File: src/rtl/data_mem_init_if.sv
// Port-A/port-B access and status bundle for data_mem_init.
// The master drives the access requests. The slave (the memory) returns read data and status.
interface data_mem_init_if #(
    parameter int DW = 8,
    parameter int AW = 8
);
    logic          WriteEn;
    logic          ReInit;
    logic [AW-1:0] DataAddress;
    logic [DW-1:0] DataIn;
    logic [AW-1:0] RdAddrB;
    logic [DW-1:0] DataOut;
    logic [DW-1:0] DataOutB;
    logic          Ready;
    logic          WrDropped;

    modport master (
        output WriteEn, ReInit, DataAddress, DataIn, RdAddrB,
        input  DataOut, DataOutB, Ready, WrDropped
    );

    modport slave (
        input  WriteEn, ReInit, DataAddress, DataIn, RdAddrB,
        output DataOut, DataOutB, Ready, WrDropped
    );
endinterface

File: src/rtl/data_mem_init.sv
// Data memory with a sequential init engine: it zero-fills [CLR_BASE, DEPTH-1] and then writes the preload table.
// Define DATA_MEM_SYNC_READ_EN to register both read ports. The default build uses combinational reads.
module data_mem_init #(
    parameter int DW       = 8,
    parameter int AW       = 8,
    parameter int CLR_BASE = 64
) (
    input logic           Clk,
    input logic           Reset,
    data_mem_init_if.slave bus
);
    localparam int DEPTH = 2 ** AW;

    localparam logic [1:0] ST_CLEAR   = 2'd0;
    localparam logic [1:0] ST_PRELOAD = 2'd1;
    localparam logic [1:0] ST_READY   = 2'd2;

    localparam logic [3:0]    LAST_IDX  = 4'd10;
    localparam logic [AW-1:0] PTR_START = AW'(CLR_BASE);
    localparam logic [AW-1:0] PTR_LAST  = AW'(DEPTH - 1);

    logic [DW-1:0] core [DEPTH];

    logic [1:0]    state_q, state_d;
    logic [AW-1:0] ptr_q, ptr_d;
    logic [3:0]    idx_q, idx_d;
    logic          ready_q, ready_d;
    logic          wr_drop_q, wr_drop_d;

    logic          mem_we;
    logic [AW-1:0] mem_addr;
    logic [DW-1:0] mem_wdata;

    // Address 139 is left out of the table; it keeps the zero written during clear.
    function automatic logic [AW-1:0] preload_addr(input logic [3:0] idx);
        logic [7:0] a;
        case (idx)
            4'd0:    a = 8'd130;
            4'd1:    a = 8'd131;
            4'd2:    a = 8'd132;
            4'd3:    a = 8'd133;
            4'd4:    a = 8'd134;
            4'd5:    a = 8'd135;
            4'd6:    a = 8'd136;
            4'd7:    a = 8'd137;
            4'd8:    a = 8'd138;
            4'd9:    a = 8'd140;
            default: a = 8'd141;
        endcase
        return AW'(a);
    endfunction

    function automatic logic [DW-1:0] preload_data(input logic [3:0] idx);
        logic [7:0] d;
        case (idx)
            4'd0:    d = 8'h60;
            4'd1:    d = 8'h48;
            4'd2:    d = 8'h78;
            4'd3:    d = 8'h72;
            4'd4:    d = 8'h6A;
            4'd5:    d = 8'h69;
            4'd6:    d = 8'h5C;
            4'd7:    d = 8'h7E;
            4'd8:    d = 8'h7B;
            4'd9:    d = 8'h20;
            default: d = 8'h00;
        endcase
        return DW'(d);
    endfunction

    always_comb begin
        state_d   = state_q;
        ptr_d     = ptr_q;
        idx_d     = idx_q;
        ready_d   = ready_q;
        wr_drop_d = bus.WriteEn && !ready_q;
        mem_we    = 1'b0;
        mem_addr  = ptr_q;
        mem_wdata = '0;
        case (state_q)
            ST_CLEAR: begin
                mem_we   = 1'b1;
                mem_addr = ptr_q;
                if (ptr_q == PTR_LAST) begin
                    state_d = ST_PRELOAD;
                    idx_d   = 4'd0;
                end else begin
                    ptr_d = ptr_q + AW'(1);
                end
            end
            ST_PRELOAD: begin
                mem_we    = 1'b1;
                mem_addr  = preload_addr(idx_q);
                mem_wdata = preload_data(idx_q);
                if (idx_q == LAST_IDX) begin
                    state_d = ST_READY;
                    ready_d = 1'b1;
                end else begin
                    idx_d = idx_q + 4'd1;
                end
            end
            ST_READY: begin
                // A write that comes with ReInit still commits; the clear pass then zeroes it if it lies in range.
                mem_we    = bus.WriteEn;
                mem_addr  = bus.DataAddress;
                mem_wdata = bus.DataIn;
                if (bus.ReInit) begin
                    state_d = ST_CLEAR;
                    ptr_d   = PTR_START;
                    ready_d = 1'b0;
                end
            end
            default: begin
                state_d = ST_CLEAR;
                ptr_d   = PTR_START;
                idx_d   = 4'd0;
                ready_d = 1'b0;
            end
        endcase
    end

    always_ff @(posedge Clk or negedge Reset) begin
        if (!Reset) begin
            state_q   <= ST_CLEAR;
            ptr_q     <= PTR_START;
            idx_q     <= 4'd0;
            ready_q   <= 1'b0;
            wr_drop_q <= 1'b0;
        end else begin
            state_q   <= state_d;
            ptr_q     <= ptr_d;
            idx_q     <= idx_d;
            ready_q   <= ready_d;
            wr_drop_q <= wr_drop_d;
        end
    end

    // The array has no reset. Writes are held off while Reset is low, so words below CLR_BASE survive.
    always_ff @(posedge Clk) begin
        if (Reset && mem_we) begin
            core[mem_addr] <= mem_wdata;
        end
    end

    assign bus.Ready     = ready_q;
    assign bus.WrDropped = wr_drop_q;

`ifdef DATA_MEM_SYNC_READ_EN
    logic [DW-1:0] dout_a_q, dout_a_d;
    logic [DW-1:0] dout_b_q, dout_b_d;

    always_comb begin
        dout_a_d = core[bus.DataAddress];
        dout_b_d = core[bus.RdAddrB];
    end

    always_ff @(posedge Clk or negedge Reset) begin
        if (!Reset) begin
            dout_a_q <= '0;
            dout_b_q <= '0;
        end else begin
            dout_a_q <= dout_a_d;
            dout_b_q <= dout_b_d;
        end
    end

    assign bus.DataOut  = dout_a_q;
    assign bus.DataOutB = dout_b_q;
`else
    assign bus.DataOut  = core[bus.DataAddress];
    assign bus.DataOutB = core[bus.RdAddrB];
`endif
endmodule

File: src/flat_wrapper.sv
// flat-port wrapper written by rule: the top's interface ports become plain ports
module data_mem_init_flat 
#(
    parameter int DW       = 8,
    parameter int AW       = 8,
    parameter int CLR_BASE = 64
)
  (Clk, Reset, bus_WriteEn, bus_ReInit, bus_DataAddress, bus_DataIn, bus_RdAddrB, bus_DataOut, bus_DataOutB, bus_Ready, bus_WrDropped);
  data_mem_init_if #(.DW(DW), .AW(AW)) bus_i ();
  input logic Clk;
  input logic Reset;
  input wire logic [$bits(bus_i.WriteEn)-1:0] bus_WriteEn;
  input wire logic [$bits(bus_i.ReInit)-1:0] bus_ReInit;
  input wire logic [$bits(bus_i.DataAddress)-1:0] bus_DataAddress;
  input wire logic [$bits(bus_i.DataIn)-1:0] bus_DataIn;
  input wire logic [$bits(bus_i.RdAddrB)-1:0] bus_RdAddrB;
  output wire logic [$bits(bus_i.DataOut)-1:0] bus_DataOut;
  output wire logic [$bits(bus_i.DataOutB)-1:0] bus_DataOutB;
  output wire logic [$bits(bus_i.Ready)-1:0] bus_Ready;
  output wire logic [$bits(bus_i.WrDropped)-1:0] bus_WrDropped;
  assign bus_i.WriteEn = bus_WriteEn;
  assign bus_i.ReInit = bus_ReInit;
  assign bus_i.DataAddress = bus_DataAddress;
  assign bus_i.DataIn = bus_DataIn;
  assign bus_i.RdAddrB = bus_RdAddrB;
  assign bus_DataOut = bus_i.DataOut;
  assign bus_DataOutB = bus_i.DataOutB;
  assign bus_Ready = bus_i.Ready;
  assign bus_WrDropped = bus_i.WrDropped;
  data_mem_init #(.DW(DW), .AW(AW), .CLR_BASE(CLR_BASE)) u_core (.Clk(Clk), .Reset(Reset), .bus(bus_i));
endmodule
File: config.mk
export PLATFORM = sky130hd
export DESIGN_NAME = data_mem_init_flat
export DESIGN_NICKNAME = d
export VERILOG_FILES = /design/src/rtl/data_mem_init_if.sv /design/src/rtl/data_mem_init.sv /design/src/flat_wrapper.sv
export SDC_FILE = /design/constraint.sdc
export NUM_CORES = 2
export LEC_CHECK = 0
export CAP_MARGIN = 40
export CORE_ASPECT_RATIO = 1.1
export CORE_MARGIN = 10
export CORE_UTILIZATION = 50
export DETAILED_ROUTE_END_ITERATION = 10
export PLACE_DENSITY = 0.7
export SYNTH_ARGS = -nofsm -noshare
export SYNTH_HDL_FRONTEND = slang
export SYNTH_SLANG_ARGS = --single-unit
File: constraint.sdc
create_clock -name Clk -period 23.1 [get_ports Clk]
set_clock_uncertainty 0.1 [all_clocks]
set_input_delay 3.465 -clock Clk [delete_from_list [all_inputs] [get_ports Clk]]
set_output_delay 3.465 -clock Clk [all_outputs]
set_load 0.02 [all_outputs]
* Word-level counts from Yosys, hierarchy flattened *
Memories as Yosys holds them, arrays and structs flattened.
Index checks and enable logic that the tools add are counted.
W data, S select, Z words.

operators by class
  divide/modulo/power cells = 0
  muxes and demuxes = 18
  $lt $le $gt $ge = 0
  equal/unequal tests = 9
  reduce and logical (&&, ||, !) cells = 9
  multiply operators = 0
  shift-type cells = 0
  bitwise logic cells = 3
  add/subtract/negate cells = 2

operators by type and width
  cell                   count
  $pmux W8 S2            2
  $pmux W8 S3            1
  $mux W8                2
  $pmux W4 S3            1
  $reduce_and A3 Y1      4
  $add A8 B1 Y8 const B  1
  $eq A8 B8 Y1 const B   1
  $mux W4                2
  $mux W2                3
  $ne A2 B2 Y1 const B   3
  $pmux W2 S3            1
  $add A4 B1 Y4 const B  1
  $eq A4 B4 Y1 const B   1
  $mux W1                4
  $ne A2 B1 Y1 const B   2
  $not A1 Y1             3
  $pmux W1 S3            1
  $eq A2 B1 Y1 const B   1
  $eq A2 B2 Y1 const B   1
  $logic_and A1 B1 Y1    2
  $logic_not A2 Y1       1
  $pmux W1 S2            1
  $reduce_or A2 Y1       1
  $logic_not A1 Y1       1

word-level totals
  bits in read-only memories = 176
  RAM bits = 2048
  input port bits = 28
  memories kept = 3
  latch bits = 0
  register bits = 16
  output and inout bits = 18

memories
  memory           words  width  read ports  clocked after Yosys merged registers in  write ports  RTL line             text
  u_core.core      256    8      2           0                                        1            data_mem_init.sv:22  logic [DW-1:0] core [DEPTH];
  (no name shown)  16     7      1           0                                        0            data_mem_init.sv:55  case (idx)
  (no name shown)  16     4      1           0                                        0            data_mem_init.sv:37  case (idx)

* Depth between registers and ports, before layout *
  word-level depth = 6
  gate-level depth with buffers = 12

* Worst setup path before layout *
No wires, ideal clock.

  path kind = input-to-reg
  start point = in bus_DataIn[1]
  end point = mem u_core.core[0][1] (data pin)
  slack = 6.949 ns
  arrival = 13.776 ns
  required time = 20.725 ns
  cell stages on the path = 2
  cells stage by stage = nand2_1 a21boi_0

on the way
  cells in the longest elaborated chain, start to end = 1

ends and longest elaborated chain
  element                  RTL line             text
  start, declared          flat_wrapper.sv:15   input wire logic [$bits(bus_i.DataIn)-1:0] bus_DataIn;
  $pmux W8 S2              data_mem_init.sv:80  case (state_q)
  net u_core.mem_wdata[1]  data_mem_init.sv:32  logic [DW-1:0] mem_wdata;
  end, declared            data_mem_init.sv:22

The timed path passes the listed nets, and every way through them passes these cells.

* Worst setup path after layout *
  start point = in bus_RdAddrB[0]
  end point = out bus_DataOutB[5]

on the way
  cells in the longest elaborated chain, start to end = 1

ends and longest elaborated chain
  element          RTL line            text
  start, declared  flat_wrapper.sv:16  input wire logic [$bits(bus_i.RdAddrB)-1:0] bus_RdAddrB;
  $mem_v2 Z256 W8  n/a
  end, declared    flat_wrapper.sv:18  output wire logic [$bits(bus_i.DataOutB)-1:0] bus_DataOutB;

Every way passes these cells.

==> impl_metrics.yaml <==
run_status:
  status: "complete, no violations"
place:
  portBuffers: 45
  routabilityCongestion: 0.938
  dpl.hpwl_um: 191000
sta:
  setup_violations: 0
  worstMarginPinSlew_ns: 1.18
  rsz0062_at_grt: "no"
  final.setup.tns_ns: 0
  maxSlewHeadroom_pct: 21.5
  fmax_mhz: 78.6
  drv_slew: 0
  report.final.hold_viol_count: 0
  post-route-period-util_pct: 55.1
  post-route-min-period_ns: 12.72
global_route:
  antenna_found_initial: 7
  grt-ovfl-total: 0
  grt.total_usage_pct: 27.6
  grt_first_pass_wirelength_um: 424000
  grt_start_max_net_pins: 190
  grt_pass1_vias: 58500
clocking:
  cts_tree: "built"
  clk_latency_ns: 0.85
  clock-sinks: 2064
  clk_pin_slew_ns: 0.06
  clock_path_buffers: 3
  root_buffer: "clkbuf_16"
  post_cts.repair.setup_buffers: 0
  cts_made_buffers: 201
  cts_hold_buf: 0
  ctsResizeCount: 0
  htree_num_levels: 4
route:
  wl_per_cell_um: 36.4
  ant_nets: 0
  drt-initial-drc-count: 8714
  vias: 58800
  drc: 0
  detail_route.vias_per_cell: 7.19
  routed_wl_um: 298000
  dr.pass1.iters: 6
synthesis:
  synth_top_family_by_area: "multiplexers"
  synth-xor-area-share_pct: 0.0542
  synth_compound_area_share_pct: 6.47
  synthMuxAreaShare_pct: 23.5
  synth_fa_ha_area_share_pct: 0.155
  syn_nets: 5347
  yosysWarnings: 0
  synth_area_mm2: 0.0970
  synth_cell_types: 71
  synth-simple-area-share_pct: 3.13
  ys.flop_type: "edfxtp_1"
  seq_area_frac_synth_pct: 63.8
  async_flop_share_pct: 0.775
  syn_inst: 5307
  ys_ff_latch: 2064
  synth_area_per_cell_um2: 18.3
  synth_edf_count: 2048
hold_path:
  whs_path_depth: 1
  min_from: "u_core.bus.Ready"
  hold_path_class: "reg -> reg"
critical_path:
  setup.worst_path.start: "bus_RdAddrB[0]"
  crit_path_max_fanout: 103
  cp_data_arrival_time_ns: 9.16
  crit_required_ns: 19.54
  worst_r2r_path_depth: 8
  end_kind: "output port"
  r2r_start: "u_core.state_q[0]"
  start_kind: "input pin"
  crit_type: "in -> out"
power:
  p_leak_nw: 28.5
  powerDensity_mw_per_mm2: 73.2
  irDropWorstVdd_uv: 74.2
job:
  maxCapViolations: 0
die:
  dieArea_mm2: 0.212
  die_w_um: 440
  rows: 169
  initial_core_util_pct: 50.3
  coreArea_mm2: 0.193
  die_y_um: 482
  io_pins: 46
finish:
  utilization_pct: 55.9
  area_delta_synth_final_pct: 11.1
  nets: 5474
  drive_above_1_share_pct: 27.6
-- final cells by class --
class	instances	area [um^2]
inverter	18	67.6
tap	2565	3210
multi-input combinational	2806	32600
clock buffer	240	5330
timing repair buffer	343	3280
clock inverter	139	1360
fill	14500	85100
antenna	3	7.51
sequential	2064	61900
-- sequential cells by signal, summed over array words and instances, names as in the netlist --
register / flops
u_core.core: 2048
u_core.ptr_q: 8
u_core.idx_q: 4
u_core.state_q: 2
u_core.bus.Ready: 1
u_core.bus.WrDropped: 1
-- worst paths after layout --
check                                            end  slack (ns)
worst max-delay path                 bus_DataOutB[5]       10.38
worst min-delay path            u_core.bus.WrDropped        0.40
worst max register to register   u_core.core[122][6]       18.11
worst min register to register  u_core.bus.WrDropped        0.40
max in group asynchronous            u_core.ptr_q[2]       19.37
min in group asynchronous           u_core.bus.Ready        3.00
-- per-layer routing --
layer	vias up	part of all wire, %	track usage (%)
li1	22900	-	-
met1	30400	34	35.6
met2	4592	46	42.3
met3	887	13	7.69
met4	6	6.8	16.0
met5	-	0.014	0
-- critical path, stage by stage --
cell             delay (ns)
buf_8                  0.26
buf_4                  0.22
buf_16                 0.28
buf_4                  0.73
buf_12                 0.64
buf_4                  0.71
mux2i_1                0.22
o221ai_1               0.26
o21ai_0                0.16
a211oi_1               0.33
nor4_1                 0.17
nor4_1                 0.46
buf_2                  0.25
clkdlybuf4s50_1        0.63
-- cells in the mapped netlist, types with 4 or more instances --
library cell  count  share of area, %
and2_1           11             0.071
or2_2             5             0.032
nor3_1           20              0.10
xnor2_1           4             0.036
a22oi_1         303               2.3
buf_2           120              0.62
edfxtp_1       2048                63
o22ai_1          60              0.39
a2111oi_0         8             0.072
mux4_1            6              0.16
dfrtp_1          15              0.39
inv_1            15             0.058
mux2i_1         315               3.3
o221ai_1         60              0.54
a22o_1           38              0.34
a211oi_1         32              0.25
buf_8            15              0.23
nand2_2           4             0.026
nand2b_1         19              0.12
nand2_1         168              0.65
a31oi_1          13             0.084
nor2b_1          26              0.17
nand4_1          11             0.071
o211ai_1         21              0.16
buf_12           14              0.29
a221oi_1         46              0.42
o21ai_1           6             0.031
buf_6            52              0.60
nand3_1          15             0.077
a21oi_1         196               1.0
ha_1             12              0.15
clkbuf_1        155              0.60
nor4_1           39              0.25
buf_4            39              0.30
a221oi_2          4             0.062
o21ai_0          68              0.35
mux4_2          865                20
nor2_1          361               1.4
buf_1            22             0.085
a21boi_0         17              0.13
and3_1            7             0.045
-- kinds of logic after synthesis --
family                   count (synthesis)
XOR/XNOR                                 6
AND/OR/NAND/NOR                        700
flip-flops                            2064
adder cells (fa/ha/maj)                 12
AO/OA/AOI/OAI                          900
buffers and inverters                  437
multiplexers                          1188
-- per-stage QoR --
| stage | std cells | worst slack (ns) | hold slack [ns] | cell area [um^2] | power [mW] |
|---|---|---|---|---|---|
| floorplan | 5307 | 6.95 | 0.417 | 97000 | 4.41 |
| global placement | 7617 | 9.61 | 0.413 | 99200 | 4.56 |
| detailed placement | 7793 | 10.43 | 0.407 | 101000 | 4.57 |
| CTS | 8172 | 10.41 | 0.425 | 108000 | 7.88 |
| global route | 8176 | 10.10 | 0.444 | 108000 | 8.05 |
| finish | 8178 | 10.38 | 0.401 | 108000 | 7.88 |
-- layout by cell type (no fill, tap or decap), types with 16 or more instances in the layout --
cell / n
nor3_1: 20
buf_16: 16
buf_4: 227
clkdlybuf4s50_1: 33
o221ai_1: 60
mux2i_1: 315
a22oi_1: 303
o22ai_1: 60
clkbuf_16: 208
nand2b_1: 18
o211ai_1: 21
clkbuf_1: 32
o21ai_0: 68
a211oi_1: 32
nand2_1: 162
buf_6: 19
a22o_1: 38
mux4_2: 865
a221oi_1: 46
bufinv_16: 24
nor4_1: 30
edfxtp_1: 2048
clkinv_1: 43
buf_2: 22
a21oi_1: 196
nor2_1: 355
buf_12: 18
clkinv_2: 46
-- power by group --
| part | internal [mW] | switching, mW |
|---|---|---|
| Sequential | 4.05 | 0.0000294 |
| Combinational | 0.149 | 0.303 |
| Clock | 1.92 | 1.46 |
Note: power is estimated with default switching activity, not from simulation.
